<file path="src/rtl/rb_arb_pkg.sv">
// Shared definitions for the register-bank port arbiter.
//   state_e          : arbiter FSM states (IDLE -> BUSY -> RESP -> IDLE)
//   REQ_OP1/OP2/WB   : requester slot assignment on the request vectors
//   idx_w()          : width of a binary index into n requesters (at least 1)
package rb_arb_pkg;

  typedef enum logic [1:0] {
    S_IDLE = 2'd0,
    S_BUSY = 2'd1,
    S_RESP = 2'd2
  } state_e;

  localparam int REQ_OP1 = 0;
  localparam int REQ_OP2 = 1;
  localparam int REQ_WB  = 2;

  function automatic int idx_w(int n);
    return (n > 1) ? $clog2(n) : 1;
  endfunction

endpackage

</file>
<file path="src/rtl/rb_port_arbiter_if.sv">
// Requester and register-bank signal bundle for rb_port_arbiter.
//   req_valid/req_we/req_addr/req_wdata : flattened per-requester requests
//   req_grant/resp_valid                : one-hot pulses back to requesters
//   resp_data/resp_err                  : completion payload
//   rb_valid/rb_we/rb_addr/rb_wdata     : request to the register bank
//   rb_ready/rb_rdata                   : completion from the register bank
// master = the arbiter, slave = requesters plus register bank.
interface rb_port_arbiter_if #(
  parameter int NUM_REQ = 3,
  parameter int ADDR_W  = 4,
  parameter int DATA_W  = 32
);
  logic [NUM_REQ-1:0]        req_valid;
  logic [NUM_REQ-1:0]        req_we;
  logic [NUM_REQ*ADDR_W-1:0] req_addr;
  logic [NUM_REQ*DATA_W-1:0] req_wdata;
  logic [NUM_REQ-1:0]        req_grant;
  logic [NUM_REQ-1:0]        resp_valid;
  logic [DATA_W-1:0]         resp_data;
  logic                      resp_err;
  logic                      rb_valid;
  logic                      rb_we;
  logic [ADDR_W-1:0]         rb_addr;
  logic [DATA_W-1:0]         rb_wdata;
  logic                      rb_ready;
  logic [DATA_W-1:0]         rb_rdata;

  modport master (
    input  req_valid, req_we, req_addr, req_wdata, rb_ready, rb_rdata,
    output req_grant, resp_valid, resp_data, resp_err,
           rb_valid, rb_we, rb_addr, rb_wdata
  );

  modport slave (
    output req_valid, req_we, req_addr, req_wdata, rb_ready, rb_rdata,
    input  req_grant, resp_valid, resp_data, resp_err,
           rb_valid, rb_we, rb_addr, rb_wdata
  );
endinterface

</file>
<file path="src/rtl/rb_port_arbiter_rr_pick.sv">
// rr_pick: combinational round-robin selector.
//   req   : request vector
//   ptr   : highest-priority index this round (must be < N)
//   grant : one-hot winner (0 when nothing requests)
//   idx   : binary winner index
//   found : any request present
module rr_pick
  import rb_arb_pkg::*;
#(
  parameter int N     = 3,
  parameter int IDX_W = idx_w(N)
) (
  input  logic [N-1:0]     req,
  input  logic [IDX_W-1:0] ptr,
  output logic [N-1:0]     grant,
  output logic [IDX_W-1:0] idx,
  output logic             found
);

  logic [IDX_W:0] slot;

  // NOTE: every output of a combinational block gets a default before any
  // branch, otherwise paths that skip an assignment infer a latch.
  always_comb begin
    grant = '0;
    idx   = '0;
    found = 1'b0;
    slot  = '0;
    // Scan upward from ptr; one conditional subtract wraps modulo N.
    for (int k = 0; k < N; k++) begin
      slot = {1'b0, ptr} + (IDX_W + 1)'(k);
      if (slot >= (IDX_W + 1)'(N)) slot = slot - (IDX_W + 1)'(N);
      if (!found && req[slot[IDX_W-1:0]]) begin
        found                    = 1'b1;
        idx                      = slot[IDX_W-1:0];
        grant[slot[IDX_W-1:0]]   = 1'b1;
      end
    end
  end

endmodule

</file>
<file path="src/rtl/rb_port_arbiter.sv">
// rb_port_arbiter: shares the single register-bank port between pipeline
// requesters with round-robin grant and one transaction in flight.
//   clk   : rising-edge clock
//   reset : synchronous active-high reset, abandons any transaction silently
//   bus   : requester and register-bank handshakes (see rb_port_arbiter_if)
//   busy  : high whenever the arbiter is not idle
module rb_port_arbiter
  import rb_arb_pkg::*;
#(
  parameter int NUM_REQ = 3,
  parameter int ADDR_W  = 4,
  parameter int DATA_W  = 32,
  parameter int TIMEOUT = 16
) (
  input  logic                clk,
  input  logic                reset,
  rb_port_arbiter_if.master   bus,
  output logic                busy
);

  localparam int IDX_W = idx_w(NUM_REQ);
  localparam int CNT_W = (TIMEOUT > 1) ? $clog2(TIMEOUT) : 1;

  state_e               state_q, state_d;
  logic [IDX_W-1:0]     ptr_q, idx_q, pick_idx;
  logic [NUM_REQ-1:0]   pick_onehot, grant_q;
  logic                 pick_found;
  logic [CNT_W-1:0]     cnt_q;
  logic                 timeout_hit;
  logic                 rb_valid_q, rb_we_q, err_q;
  logic [ADDR_W-1:0]    rb_addr_q;
  logic [DATA_W-1:0]    rb_wdata_q, data_q;
  logic [ADDR_W-1:0]    addr_arr  [NUM_REQ];
  logic [DATA_W-1:0]    wdata_arr [NUM_REQ];

  rr_pick #(.N(NUM_REQ), .IDX_W(IDX_W)) u_pick (
    .req   (bus.req_valid),
    .ptr   (ptr_q),
    .grant (pick_onehot),
    .idx   (pick_idx),
    .found (pick_found)
  );

  always_comb begin
    for (int i = 0; i < NUM_REQ; i++) begin
      addr_arr[i]  = bus.req_addr[i*ADDR_W +: ADDR_W];
      wdata_arr[i] = bus.req_wdata[i*DATA_W +: DATA_W];
    end
  end

  // Counter starts at 0 on the first BUSY cycle, so rb_valid stays up for
  // exactly TIMEOUT cycles before the abort.
  assign timeout_hit = (TIMEOUT != 0) && (cnt_q == CNT_W'(TIMEOUT - 1));

  always_comb begin
    state_d = state_q;
    unique case (state_q)
      S_IDLE:  if (pick_found) state_d = S_BUSY;
      S_BUSY:  if (bus.rb_ready || timeout_hit) state_d = S_RESP;
      S_RESP:  state_d = S_IDLE;
      default: state_d = S_IDLE;
    endcase
  end

  // NOTE: sequential state uses non-blocking assignments so every register
  // samples pre-edge values regardless of statement order.
  always_ff @(posedge clk) begin
    if (reset) begin
      // NOTE: the datapath registers are reset too (they are flops, not a
      // memory) because every output must read 0 out of reset.
      state_q    <= S_IDLE;
      ptr_q      <= '0;
      idx_q      <= '0;
      cnt_q      <= '0;
      grant_q    <= '0;
      rb_valid_q <= 1'b0;
      rb_we_q    <= 1'b0;
      rb_addr_q  <= '0;
      rb_wdata_q <= '0;
      data_q     <= '0;
      err_q      <= 1'b0;
    end else begin
      state_q <= state_d;
      grant_q <= '0;
      unique case (state_q)
        S_IDLE: begin
          if (pick_found) begin
            grant_q    <= pick_onehot;
            idx_q      <= pick_idx;
            rb_valid_q <= 1'b1;
            rb_we_q    <= bus.req_we[pick_idx];
            rb_addr_q  <= addr_arr[pick_idx];
            rb_wdata_q <= wdata_arr[pick_idx];
            cnt_q      <= '0;
          end
        end
        S_BUSY: begin
          cnt_q <= cnt_q + 1'b1;
          // rb_ready is tested first so it wins over a same-cycle timeout.
          if (bus.rb_ready) begin
            rb_valid_q <= 1'b0;
            data_q     <= rb_we_q ? '0 : bus.rb_rdata;
            err_q      <= 1'b0;
          end else if (timeout_hit) begin
            rb_valid_q <= 1'b0;
            data_q     <= '0;
            err_q      <= 1'b1;
          end
        end
        S_RESP: begin
          ptr_q <= (idx_q == IDX_W'(NUM_REQ - 1)) ? '0 : idx_q + 1'b1;
          cnt_q <= '0;
        end
        default: ;
      endcase
    end
  end

  // Response payload is gated so it reads 0 outside the RESP pulse.
  assign busy           = (state_q != S_IDLE);
  assign bus.req_grant  = grant_q;
  assign bus.resp_valid = (state_q == S_RESP) ? (NUM_REQ'(1) << idx_q) : '0;
  assign bus.resp_data  = (state_q == S_RESP) ? data_q : '0;
  assign bus.resp_err   = (state_q == S_RESP) && err_q;
  assign bus.rb_valid   = rb_valid_q;
  assign bus.rb_we      = rb_we_q;
  assign bus.rb_addr    = rb_addr_q;
  assign bus.rb_wdata   = rb_wdata_q;

endmodule

</file>
<file path="src/flat_wrapper.sv">
// flat-port wrapper written by rule: the top's interface ports become plain ports
module rb_port_arbiter_flat import rb_arb_pkg::*;
#(
  parameter int NUM_REQ = 3,
  parameter int ADDR_W  = 4,
  parameter int DATA_W  = 32,
  parameter int TIMEOUT = 16
)
  (clk, reset, busy, bus_req_valid, bus_req_we, bus_req_addr, bus_req_wdata, bus_rb_ready, bus_rb_rdata, bus_req_grant, bus_resp_valid, bus_resp_data, bus_resp_err, bus_rb_valid, bus_rb_we, bus_rb_addr, bus_rb_wdata);
  rb_port_arbiter_if #(.NUM_REQ(NUM_REQ), .ADDR_W(ADDR_W), .DATA_W(DATA_W)) bus_i ();
  input  logic clk;
  input  logic reset;
  output logic busy;
  input wire logic [$bits(bus_i.req_valid)-1:0] bus_req_valid;
  input wire logic [$bits(bus_i.req_we)-1:0] bus_req_we;
  input wire logic [$bits(bus_i.req_addr)-1:0] bus_req_addr;
  input wire logic [$bits(bus_i.req_wdata)-1:0] bus_req_wdata;
  input wire logic [$bits(bus_i.rb_ready)-1:0] bus_rb_ready;
  input wire logic [$bits(bus_i.rb_rdata)-1:0] bus_rb_rdata;
  output wire logic [$bits(bus_i.req_grant)-1:0] bus_req_grant;
  output wire logic [$bits(bus_i.resp_valid)-1:0] bus_resp_valid;
  output wire logic [$bits(bus_i.resp_data)-1:0] bus_resp_data;
  output wire logic [$bits(bus_i.resp_err)-1:0] bus_resp_err;
  output wire logic [$bits(bus_i.rb_valid)-1:0] bus_rb_valid;
  output wire logic [$bits(bus_i.rb_we)-1:0] bus_rb_we;
  output wire logic [$bits(bus_i.rb_addr)-1:0] bus_rb_addr;
  output wire logic [$bits(bus_i.rb_wdata)-1:0] bus_rb_wdata;
  assign bus_i.req_valid = bus_req_valid;
  assign bus_i.req_we = bus_req_we;
  assign bus_i.req_addr = bus_req_addr;
  assign bus_i.req_wdata = bus_req_wdata;
  assign bus_i.rb_ready = bus_rb_ready;
  assign bus_i.rb_rdata = bus_rb_rdata;
  assign bus_req_grant = bus_i.req_grant;
  assign bus_resp_valid = bus_i.resp_valid;
  assign bus_resp_data = bus_i.resp_data;
  assign bus_resp_err = bus_i.resp_err;
  assign bus_rb_valid = bus_i.rb_valid;
  assign bus_rb_we = bus_i.rb_we;
  assign bus_rb_addr = bus_i.rb_addr;
  assign bus_rb_wdata = bus_i.rb_wdata;
  rb_port_arbiter #(.NUM_REQ(NUM_REQ), .ADDR_W(ADDR_W), .DATA_W(DATA_W), .TIMEOUT(TIMEOUT)) u_core (.clk(clk), .reset(reset), .bus(bus_i), .busy(busy));
endmodule
</file>
<file path="config.mk">
export PLATFORM = sky130hd
export DESIGN_NAME = rb_port_arbiter_flat
export DESIGN_NICKNAME = d
export VERILOG_FILES = /design/src/rtl/rb_arb_pkg.sv /design/src/rtl/rb_port_arbiter_if.sv /design/src/rtl/rb_port_arbiter_rr_pick.sv /design/src/rtl/rb_port_arbiter.sv /design/src/flat_wrapper.sv
export SDC_FILE = /design/constraint.sdc
export NUM_CORES = 1
export LEC_CHECK = 0
export CAP_MARGIN = 20
export CORE_MARGIN = 1
export CORE_UTILIZATION = 28
export DETAILED_ROUTE_END_ITERATION = 7
export PLACE_DENSITY = 0.74
export SLEW_MARGIN = 0
export SYNTH_ARGS = -nofsm -noshare
export SYNTH_HDL_FRONTEND = slang
export SYNTH_SLANG_ARGS = --single-unit
export TNS_END_PERCENT = 1
</file>
<file path="constraint.sdc">
create_clock -name clk -period 2.14 [get_ports clk]
set_input_delay 0.428 -clock clk [delete_from_list [all_inputs] [get_ports clk]]
set_output_delay 0.428 -clock clk [all_outputs]
set_load 0.005 [all_outputs]
</file>
# == Word level (Yosys, flattened, before mapping) ==
# Index checks and enable logic that the tools add are counted.
# word_totals
output_inout_bits,78
ff_bits,84
word_cells,111
in_bits,149
# op_classes
n_reduce_logical,20
n_lt_le_gt_ge,11
n_eq_ne,7
bitwise,5
mux,49
addsub,7
shift,1
# op_table
op,count
two-way mux 32 bit,6
binary-select mux 32 bit (select 2 bit),1
two-way mux 2 bit,9
two-way mux 1 bit,15
less-than comparator 2 x 3 -> 1 bit (second input constant),4
two-way mux 3 bit,4
two-way mux 4 bit,3
one-hot mux 4 bit (3 select lines),1
binary-select mux 1 bit (select 2 bit),4
binary-select mux 4 bit (select 2 bit),1
AND reduction 2 bit,4
demux 1 bit (select 2 bit),3
greater-or-equal comparator 2 x 1 -> 1 bit (second input constant),3
greater-or-equal comparator 3 x 2 -> 1 bit (second input constant),2
logical AND 1 bit,6
OR 3 bit,2
nonzero test 2 bit,3
subtractor 2 bit (second input constant),3
adder 4 x 1 -> 4 bit (second input constant),1
== test 2 bit (second input constant),2
== test 4 bit (second input constant),1
!= test 2 x 1 -> 1 bit (second input constant),2
one-hot mux 2 bit (2 select lines),1
adder 2 x 1 -> 3 bit (second input constant),1
16 further kinds,18

# == Logic depth before layout (Yosys ltp) ==
# Gate-level depths: netlist of the first run.
# logic_depth
depth_word,15
depth_mapped,10
ltp_nobuf,7

# == Cells and area by module ==
# Synthesis of the first run repeated with hierarchy kept, for this count alone.
# unflattened
hier_cells,433
area_unflattened_um2,4345.4
# by_module_without_submodules
mod,area_each_um2,instances,seq_area_each_um2,cells_per_inst
rb_port_arbiter,4063.9,1,1681.6,392
rr_pick,281.5,1,0.0,41

# == Worst setup path after synthesis of the first run ==
# No wires, ideal clock.
# synth_path
kind,register to register
startpoint,reg u_core.ptr_q[0]
endpoint,"reg u_core.rb_wdata_q[12], in the netlist u_core.bus.rb_wdata[12]"
setup_time_ns,0.088
stages_incl_launch_ff,9
t_arrival_ns,2.122
synth_period_minus_slack_ns,2.210
path_buffers,1
slack_ns,-0.070
t_required_ns,2.052
path_cell_list,dfxtp_1 > inv_1 > ha_1 > and3b_1 > o21a_1 > a211oi_4 > buf_6 > o21ai_1 > a311oi_2
# synth_via
elab_chain_cells,15
elab_cells_between_ends,32
classes_between,add/sub (5); order compare (3); mux (18); bitwise (1); reduce/logical (5)
# synth_rtl
element,line_no,rtl
start: declaration,rb_port_arbiter.sv:25,"logic [IDX_W-1:0] ptr_q, idx_q, pick_idx;"
start signal: assignment,rb_port_arbiter.sv:111,ptr_q <= (idx_q == IDX_W'(NUM_REQ - 1)) ? '0 : idx_q + 1'b1;
branches (longest 15 deep; another with adder 2 x 1 -> 3 bit),n/a,
end signal: assignment,rb_port_arbiter.sv:93,rb_wdata_q <= wdata_arr[pick_idx];
end: declaration,rb_port_arbiter.sv:32,"logic [DATA_W-1:0] rb_wdata_q, data_q;"
# Parallel ways; which one is timed is not known. The select of a mux whose other input is x is not followed.
# A chain may end at the register's enable or synchronous reset.

# == Final worst setup path of the first run ==
# layout_path
startpoint,reg u_core.ptr_q[1]
endpoint,"reg u_core.rb_addr_q[3], in the netlist u_core.bus.rb_addr[3]"
# layout_via
elab_chain_cells,15
elab_cells_between_ends,32
classes_between,add/sub (5); order compare (3); mux (18); bitwise (1); reduce/logical (5)
# layout_rtl
element,line_no,rtl
branches (longest 15 deep; another with adder 2 x 1 -> 3 bit),n/a,
end signal: assignment,rb_port_arbiter.sv:92,rb_addr_q <= addr_arr[pick_idx];
end: declaration,rb_port_arbiter.sv:31,logic [ADDR_W-1:0] rb_addr_q;
# Parallel ways; which one is timed is not known. The select of a mux whose other input is x is not followed.

==> results of run 1 <==
-- metrics by stage --
step	setup TNS [ns]	area, um2	power [W]	setup WS, ns
6_report	-1.36	7930	0.00525	-0.0789
5_1_grt	-4.23	7930	0.00549	-0.157
4_1_cts	-0.816	7670	0.00523	-0.0478
3_5_place_dp	-13.17	7250	0.00344	-0.361
3_3_place_gp	-11.29	7250	0.00343	-0.308
2_1_floorplan	0	4510	0.00257	0.00635
-- logic make-up (layout without fill, tap and decap cells) --
family                     count (synthesis)  in the layout
AOI/OAI and AO/OA                        178            178
adders and majority gates                  5              5
buffers and inverters                     53            296
DFF                                       84             84
muxes                                      7              7
other                                      0              1
and+or+nand+nor                          157            157
-- state kept, by name (all words and copies together), names as in the netlist --
| name | flops |
|---|---|
| u_core.bus.req_grant | 3 |
| u_core.data_q | 32 |
| u_core.idx_q | 2 |
| u_core.bus.rb_valid | 1 |
| u_core.bus.rb_we | 1 |
| u_core.ptr_q | 2 |
| u_core.bus.rb_addr | 4 |
| u_core.state_q | 2 |
| u_core.cnt_q | 4 |
| u_core.err_q | 1 |
| u_core.bus.rb_wdata | 32 |
-- cells in the final DEF (no fill, tap or decap), types with 3 or more instances in the layout --
master,synthesis,final
sky130_fd_sc_hd__dlymetal6s2s_1,0,28
sky130_fd_sc_hd__a21oi_1,7,6
sky130_fd_sc_hd__o21bai_1,37,37
sky130_fd_sc_hd__ha_1,5,3
sky130_fd_sc_hd__buf_6,7,5
sky130_fd_sc_hd__buf_4,2,30
sky130_fd_sc_hd__inv_1,5,3
sky130_fd_sc_hd__a31oi_1,3,3
sky130_fd_sc_hd__clkbuf_16,0,12
sky130_fd_sc_hd__nor2_1,14,13
sky130_fd_sc_hd__clkdlybuf4s50_1,0,188
sky130_fd_sc_hd__a311oi_1,7,6
sky130_fd_sc_hd__a311oi_2,30,31
sky130_fd_sc_hd__o21ai_1,28,25
sky130_fd_sc_hd__o21ai_0,8,3
sky130_fd_sc_hd__a22o_1,32,32
sky130_fd_sc_hd__nand2_1,12,10
sky130_fd_sc_hd__nand3_1,40,40
sky130_fd_sc_hd__nor3_1,42,40
sky130_fd_sc_hd__buf_12,0,11
sky130_fd_sc_hd__nand2b_1,4,4
sky130_fd_sc_hd__dlygate4sd2_1,0,9
sky130_fd_sc_hd__o21ai_2,4,12
sky130_fd_sc_hd__dfxtp_1,84,80
sky130_fd_sc_hd__and2_1,33,32
sky130_fd_sc_hd__mux2i_4,1,3
-- repair_timing --
item	CTS	global route
endpoints found under the setup margin	77	69
buffers inserted	3	1
hold buffers	0	0
pin swaps	16	25
gates cloned	1	3
resized for setup	31	53
hold endpoints to repair	0	0
-- cell type report --
class	instances	area (um2)
inverter	5	18.8
clock buffer	11	253
antenna	1	2.50
multi-input combinational	347	2710
tap	211	264
fill	1460	7500
timing repair buffer	276	2920
sequential	84	1690
clock inverter	4	72.6
-- worst max-delay path: stages (launching register included) --
cell and delay (ns):
sky130_fd_sc_hd__dfxtp_2 0.32, sky130_fd_sc_hd__buf_6 0.12, sky130_fd_sc_hd__ha_4 0.26, sky130_fd_sc_hd__and3b_2 0.24
sky130_fd_sc_hd__o21a_1 0.24, sky130_fd_sc_hd__a211oi_4 0.28, sky130_fd_sc_hd__buf_6 0.18, sky130_fd_sc_hd__clkbuf_16 0.16
sky130_fd_sc_hd__o21ai_0 0.07, sky130_fd_sc_hd__a311oi_1 0.24
-- final timing paths --
| path | from | slack, ns | endpoint | cells after the start |
|---|---|---|---|---|
| max | u_core.ptr_q[1] | -0.08 | u_core.bus.rb_addr[3] | 9 |
| min | reset | 0.45 | u_core.ptr_q[0] | 2 |
| max reg2reg | u_core.ptr_q[1] | -0.08 | u_core.bus.rb_addr[3] | 9 |
| min reg2reg | u_core.data_q[20] | 0.47 | u_core.data_q[20] | 1 |
-- power groups by stage --
stage / Sequential [W] / Clock, W / Combinational (W)
2_1_floorplan: 0.00186 / 0 / 0.000715
6_report: 0.00184 / 0.00173 / 0.00168
3_3_place_gp: 0.00186 / 0 / 0.00156
5_1_grt: 0.00186 / 0.00184 / 0.00180
4_1_cts: 0.00184 / 0.00177 / 0.00162
3_5_place_dp: 0.00187 / 0 / 0.00157
-- routing by layer --
metal | part of all wire | up-vias | track usage
met5 | 0 | - | 0
met4 | 0.026 | 0 | 0.0747
met3 | 0.099 | 28 | 0.0690
met2 | 0.47 | 227 | 0.333
met1 | 0.40 | 2254 | 0.217
li1 | - | 2311 | -
==> impl_summary.txt, run 1 <==
----------------------------------------------------
[Run status]
  Run status ... finished, violations left
  Violations in the final reports ... negative setup slack

[Cells and area]
  Non-filler instance count after layout ... approximately 940
  Layout cell share with drive strength beyond 1 ... 0.197
  Utilization of the core after routing ... 0.514
  Post-layout net count ... 877
  Synthesis-to-finish area growth ... 76.3%

[Clock network]
  Later-pin clock latency in the skew report ... around 0.34 ns
  Clock Sink Count ... 84
  Buffer type at the clock tree root ... sky130_fd_sc_hd__clkbuf_16
  Clock-pin slew on the worst setup and hold paths ... 0.06 ns
  TritonCTS Buffers ... 9
  TritonCTS clock tree ... yes
  Number of buffers between clock root and the deepest sink ... 2
  H-tree depth ... 3

[Synthesis]
  Largest area contributor in the netlist ... sky130_fd_sc_hd__dfxtp_1
  Total of warnings raised by yosys ... 0
  Largest cells by area after synthesis ... sky130_fd_sc_hd__dfxtp_1 (37%), sky130_fd_sc_hd__a311oi_2 (10%), sky130_fd_sc_hd__a22o_1 (6.2%)
  Cell Area, Synth ... around 4500 um2
  Main combinational cell family by area after synthesis ... compound AO/OA/AOI/OAI gates
  Adder-cell share of the synthesized area ... 0.0139
  Fraction of the mapped netlist area in compound gates ... 0.345
  Post-synth top area share ... 0.374
  Number of distinct library cells after synthesis ... between 50 and 60
  Most used DFF post-synth ... sky130_fd_sc_hd__dfxtp_1
  Sequential share of the synthesized area ... 0.374
  Multiplexer share of the synthesized area ... 0.0206
  Net count after synthesis ... around 640
  Gate count after technology mapping ... 484
  Xor-xnor portion of the synthesized cell area ... 0
  Most repeated cell in the gate-level netlist after synthesis ... sky130_fd_sc_hd__dfxtp_1
  Async set-reset flop share out of synthesis ... 0
  Number of synthesized flops with an enable pin ... 0
  Synth Area in Simple Gates ... 0.184
  Commonest cells in the netlist ... sky130_fd_sc_hd__dfxtp_1 (84), sky130_fd_sc_hd__nor3_1 (42), sky130_fd_sc_hd__nand3_1 (40)
  Flops & latches, synth ... between 80 and 90
  Post-synthesis average cell area ... just over 9 um2

[Pwr]
  Largest voltage drop on the vdd net ... between 400 and 500 uV
  Switching Fraction ... 0.288
  Total internal power ... about 0.0037 W
  Total leakage power ... 3.41 nW
  Power density over the cells ... around 660 nW/um2
  Reg power frac ... 0.351
  Clock network power share ... 0.330
  Combinational share of power ... 0.320
  Net switching power of the design ... 0.00151 W

[STA]
  Final hold violation count ... 0
  Headroom to the max-slew limit ... 0.739
  Count of pins over their slew limit ... 0
  Final critical-path setup slack ... -0.0789 ns
  Transition time at the pin with the least slew margin ... about 0.38 ns
  Post-route clock skew ... approximately 0.0046 ns
  Final worst hold slack ... 0.452 ns
  Period Utilization, post-route ... 1.04
  RSZ-0062 raised after global routing ... true
  Final period demand of the worst path ... ~2.2 ns
  Number of setup violations in the final report ... 33
  Upper clock frequency limit ... approximately 450 MHz

[Hold path]
  Path class of the lowest-slack min-delay path ... in2reg

[Global route]
  Via count of the first global-routing pass ... between 4,000 and 5,000
  Wire length of the first global-routing pass ... ~25,000 um
  Grt ovf ... 0
  Largest net degree at the start of global routing ... 34
  Total Routing Usage GR ... 0.193
  Number of antenna violations at the first check in global routing ... 1

[Drt]
  Iter 0 DRT Violations ... 221
  Total number of vias ... between 4,000 and 5,000
  Residual DRC ... 0
  Detailed Route WL ... between 15,000 and 20,000 um
  Wire length per cell after detailed routing ... 17.8 um
  DR vias/cell ... ~5.1
  Pre-Repair DR Iteration Count ... 4
  Antenna-violating nets left ... 0

[Floorplanning]
  Width of the chip ... approximately 130 um
  Site row count ... 45
  Initial Util ... 0.292
  Vertical extent of the die ... between 100 and 150 um
  Floorplan die area ... roughly 17,000 um2
  Placeable core region ... between 15,000 and 20,000 um2
  Total I/O pin count ... between 200 and 250

[Setup path]
  Launching element type of the critical path ... register
  Worst setup path category ... reg2reg
  Largest driver fanout on the critical path ... 9
  Crit. End Element ... register
  Data arrival time at the worst-slack endpoint ... 2.47 ns
  Required time of the worst setup path ... about 2.4 ns

[Job]
  Max-capacitance violation count ... 0

[Place]
  Gpl congestion ... ~0.82
  Number of placed instances with taps included ... slightly above 900
  Number of I/O port buffers ... approximately 230
  Sum of net half-perimeters after detailed placement ... ~12,000 um

----------------------------------------------------
Note: power is estimated with default switching activity, not from simulation.
==> run 2, diff against run 1 <==
--- a/config.mk
+++ b/config.mk
@@ -7,9 +7,10 @@
 export LEC_CHECK = 0
 export CAP_MARGIN = 20
 export CORE_MARGIN = 1
-export CORE_UTILIZATION = 28
+export CORE_UTILIZATION = 37
 export DETAILED_ROUTE_END_ITERATION = 7
-export PLACE_DENSITY = 0.74
+export GPL_TIMING_DRIVEN = 0
+export PLACE_DENSITY = 0.8
 export SLEW_MARGIN = 0
 export SYNTH_ARGS = -nofsm -noshare
 export SYNTH_HDL_FRONTEND = slang
==> impl_summary.txt, run 2 (synthesized netlist as in run 1, its figures left out) <==
----------------------------------------------------
[Place]
  Placed Area ... 6940 um2 (-4.2%)
  Number of I/O port buffers ... 225 (-0.44%)
  Sum of net half-perimeters after detailed placement ... 12,300 um (+4.8%)
  Gpl congestion ... 0.913 (+11%)

[Cells and area]
  Antenna cells ... 0 (-1)
  Most common library cell in the layout ignoring fill and taps ... sky130_fd_sc_hd__clkdlybuf4s50_1
  Area used by multi-input combinational logic ... 2770 um2 (+2.3%)
  Final standard cell area without fillers ... 7970 um2 (+0.46%)
  Post-layout net count ... 899 (+2.5%)
  Storage element area ... 1690 um2 (+0.15%)
  Fill count ... 908 (-38%)
  Commonest cells after routing, fill and taps aside ... sky130_fd_sc_hd__clkdlybuf4s50_1 (189), sky130_fd_sc_hd__dfxtp_1 (80), sky130_fd_sc_hd__nand3_1 (40), sky130_fd_sc_hd__nor3_1 (37), sky130_fd_sc_hd__and2_1 (33)
  Layout cell share with drive strength beyond 1 ... 0.219 (+0.0220)
  Synthesis-to-finish area growth ... 77.1%

[STA]
  Upper clock frequency limit ... 455 MHz (+1.0%)
  Count of pins over their slew limit ... 0 (unchanged)
  Final critical-path setup slack ... -0.0562 ns (+0.0227 ns)
  Final hold violation count ... 0 (unchanged)
  Headroom to the max-slew limit ... 0.545 (-0.194)
  RSZ-0062 raised after global routing ... true
  Transition time at the pin with the least slew margin ... 0.682 ns (+0.300 ns)
  Period Utilization, post-route ... 1.03 (-0.0106)
  Post-route clock skew ... 0.00477 ns (+0.000133 ns)
  Final worst hold slack ... 0.468 ns (+0.0167 ns)
  Final period demand of the worst path ... 2.20 ns (-0.0227 ns)
  Number of setup violations in the final report ... 21 (-36%)

[Pwr]
  Switching Fraction ... 0.292 (+0.00424)
  Reg power frac ... 0.334 (-0.017)
  Largest voltage drop on the vdd net ... 372 uV (-13%)
  Power density over the cells ... 695 nW/um2 (+5.0%)
  Net switching power of the design ... 0.00162 W (+7.0%)
  Total leakage power ... 3.14 nW (-7.7%)
  Combinational share of power ... 0.330 (+0.010)
  Total internal power ... 0.00392 W (+4.8%)
  Clock network power share ... 0.336 (+0.006)

[Clock network]
  Number of buffers between clock root and the deepest sink ... 2 (unchanged)
  TritonCTS Buffers ... 9 (unchanged)
  Clock-pin slew on the worst setup and hold paths ... 0.06 ns (about the same)
  Buffer type at the clock tree root ... sky130_fd_sc_hd__clkbuf_16
  Clock Sink Count ... 84 (unchanged)
  Number of hold buffers added after cts ... 0 (unchanged)
  H-tree depth ... 3 (unchanged)
  TritonCTS clock tree ... yes
  Later-pin clock latency in the skew report ... 0.35 ns (about the same)

[Run status]
  Run status ... finished, violations left
  Violations in the final reports ... design-rule violations, negative setup slack

[Drt]
  Pre-Repair DR Iteration Count ... 8 (+4)
  DR vias/cell ... 5.61 (+9.3%)
  Residual DRC ... 20 (+20)
  Iter 0 DRT Violations ... 328 (+48%)
  Antenna-violating nets left ... 0 (unchanged)
  Total number of vias ... 5,010 (+3.9%)
  Wire length per cell after detailed routing ... 19.8 um (+11%)
  Detailed Route WL ... 17,700 um (+5.7%)

[Global route]
  Number of antenna violations at the first check in global routing ... 0 (-1)
  Total Routing Usage GR ... 0.276 (+0.0827)
  Via count of the first global-routing pass ... 5,285 (+12%)
  Grt ovf ... 0 (unchanged)
  Largest net degree at the start of global routing ... 15 (-56%)
  Wire length of the first global-routing pass ... 27,000 um (+9.7%)

[Setup path]
  Launching element type of the critical path ... register
  Worst setup path category ... reg2reg
  Data arrival time at the worst-slack endpoint ... 2.46 ns (about the same)
  Largest driver fanout on the critical path ... 7 (-2)
  Required time of the worst setup path ... 2.40 ns (about the same)
  Crit. End Element ... register

[Floorplanning]
  Site row count ... 39 (-13%)
  Total I/O pin count ... 227 (unchanged)
  Initial Util ... 0.387 (+0.0957)
  Placeable core region ... 11,600 um2 (-25%)
  Floorplan die area ... 12,600 um2 (-24%)
  Vertical extent of the die ... 112 um (-13%)
  Width of the chip ... 112 um (-13%)

[Job]
  Max-capacitance violation count ... 0 (unchanged)

[Hold path]
  Path class of the lowest-slack min-delay path ... reg2reg

----------------------------------------------------
==> run 2: final timing paths <==
path	end	startpoint	cells after the start	slack, ns
worst max-delay path	u_core.bus.rb_wdata[23]	u_core.ptr_q[0]	9	-0.06
worst min-delay path	u_core.data_q[12]	u_core.data_q[12]	1	0.47
worst max register to register	u_core.bus.rb_wdata[23]	u_core.ptr_q[0]	9	-0.06
worst min register to register	u_core.data_q[12]	u_core.data_q[12]	1	0.47
==> run 2: per-layer routing <==
| metal | track usage | part of all wire | up-vias |
|---|---|---|---|
| met3 | 0.0794 | 0.10 | 40 |
| met5 | 0 | 0 | - |
| met1 | 0.296 | 0.38 | 2345 |
| met4 | 0.146 | 0.030 | 0 |
| li1 | - | - | 2350 |
| met2 | 0.492 | 0.49 | 275 |
==> run 2: what timing repair did <==
| item | 4_1_cts | 5_1_grt |
|---|---|---|
| pin swaps | 9 | 39 |
| hold endpoints to repair | 0 | 0 |
| setup endpoints to repair | 81 | 70 |
| gates cloned | 3 | 3 |
| resized for setup | 124 | 34 |
| setup buffers | 16 | 7 |
==> run 2: cell type report <==
class / instances / area share
inverter: 5 / 0.00267
clock buffer: 10 / 0.0300
multi-input combinational: 347 / 0.348
sequential: 84 / 0.213
buffer: 44 / 0.0528
timing repair buffer: 254 / 0.318
clock inverter: 6 / 0.0140
tap: 143 / 0.0225
==> run 2: per-stage QoR <==
step                setup slack [ns]   util  TNS [ns]  std cells  power, W
floorplan                    0.00635      -         0        484   0.00257
global placement              -0.740  0.598    -31.70        852   0.00332
detailed placement            -0.776  0.598    -34.06        852   0.00335
CTS                          -0.0663  0.666    -0.759        884   0.00544
global route                  -0.105  0.686     -2.15        893   0.00574
finish                       -0.0562  0.686    -0.321        893   0.00554
==> run 2: power by group through the flow <==
stage	Sequential [W]	Clock, W	Combinational (W)
after CTS	0.00184	0.00187	0.00173
after global placement	0.00186	0	0.00146
after detailed placement	0.00187	0	0.00149
final	0.00185	0.00186	0.00183
after floorplan	0.00186	0	0.000715
after global routing	0.00187	0.00193	0.00194
==> run 2: critical path: stages (launching register included) <==
cell,delay (ns)
sky130_fd_sc_hd__dfxtp_4,0.39
sky130_fd_sc_hd__inv_4,0.05
sky130_fd_sc_hd__ha_4,0.24
sky130_fd_sc_hd__and3b_2,0.24
sky130_fd_sc_hd__o21a_1,0.24
sky130_fd_sc_hd__a211oi_4,0.27
sky130_fd_sc_hd__buf_6,0.20
sky130_fd_sc_hd__clkbuf_16,0.16
sky130_fd_sc_hd__o21ai_2,0.05
sky130_fd_sc_hd__a311oi_2,0.27
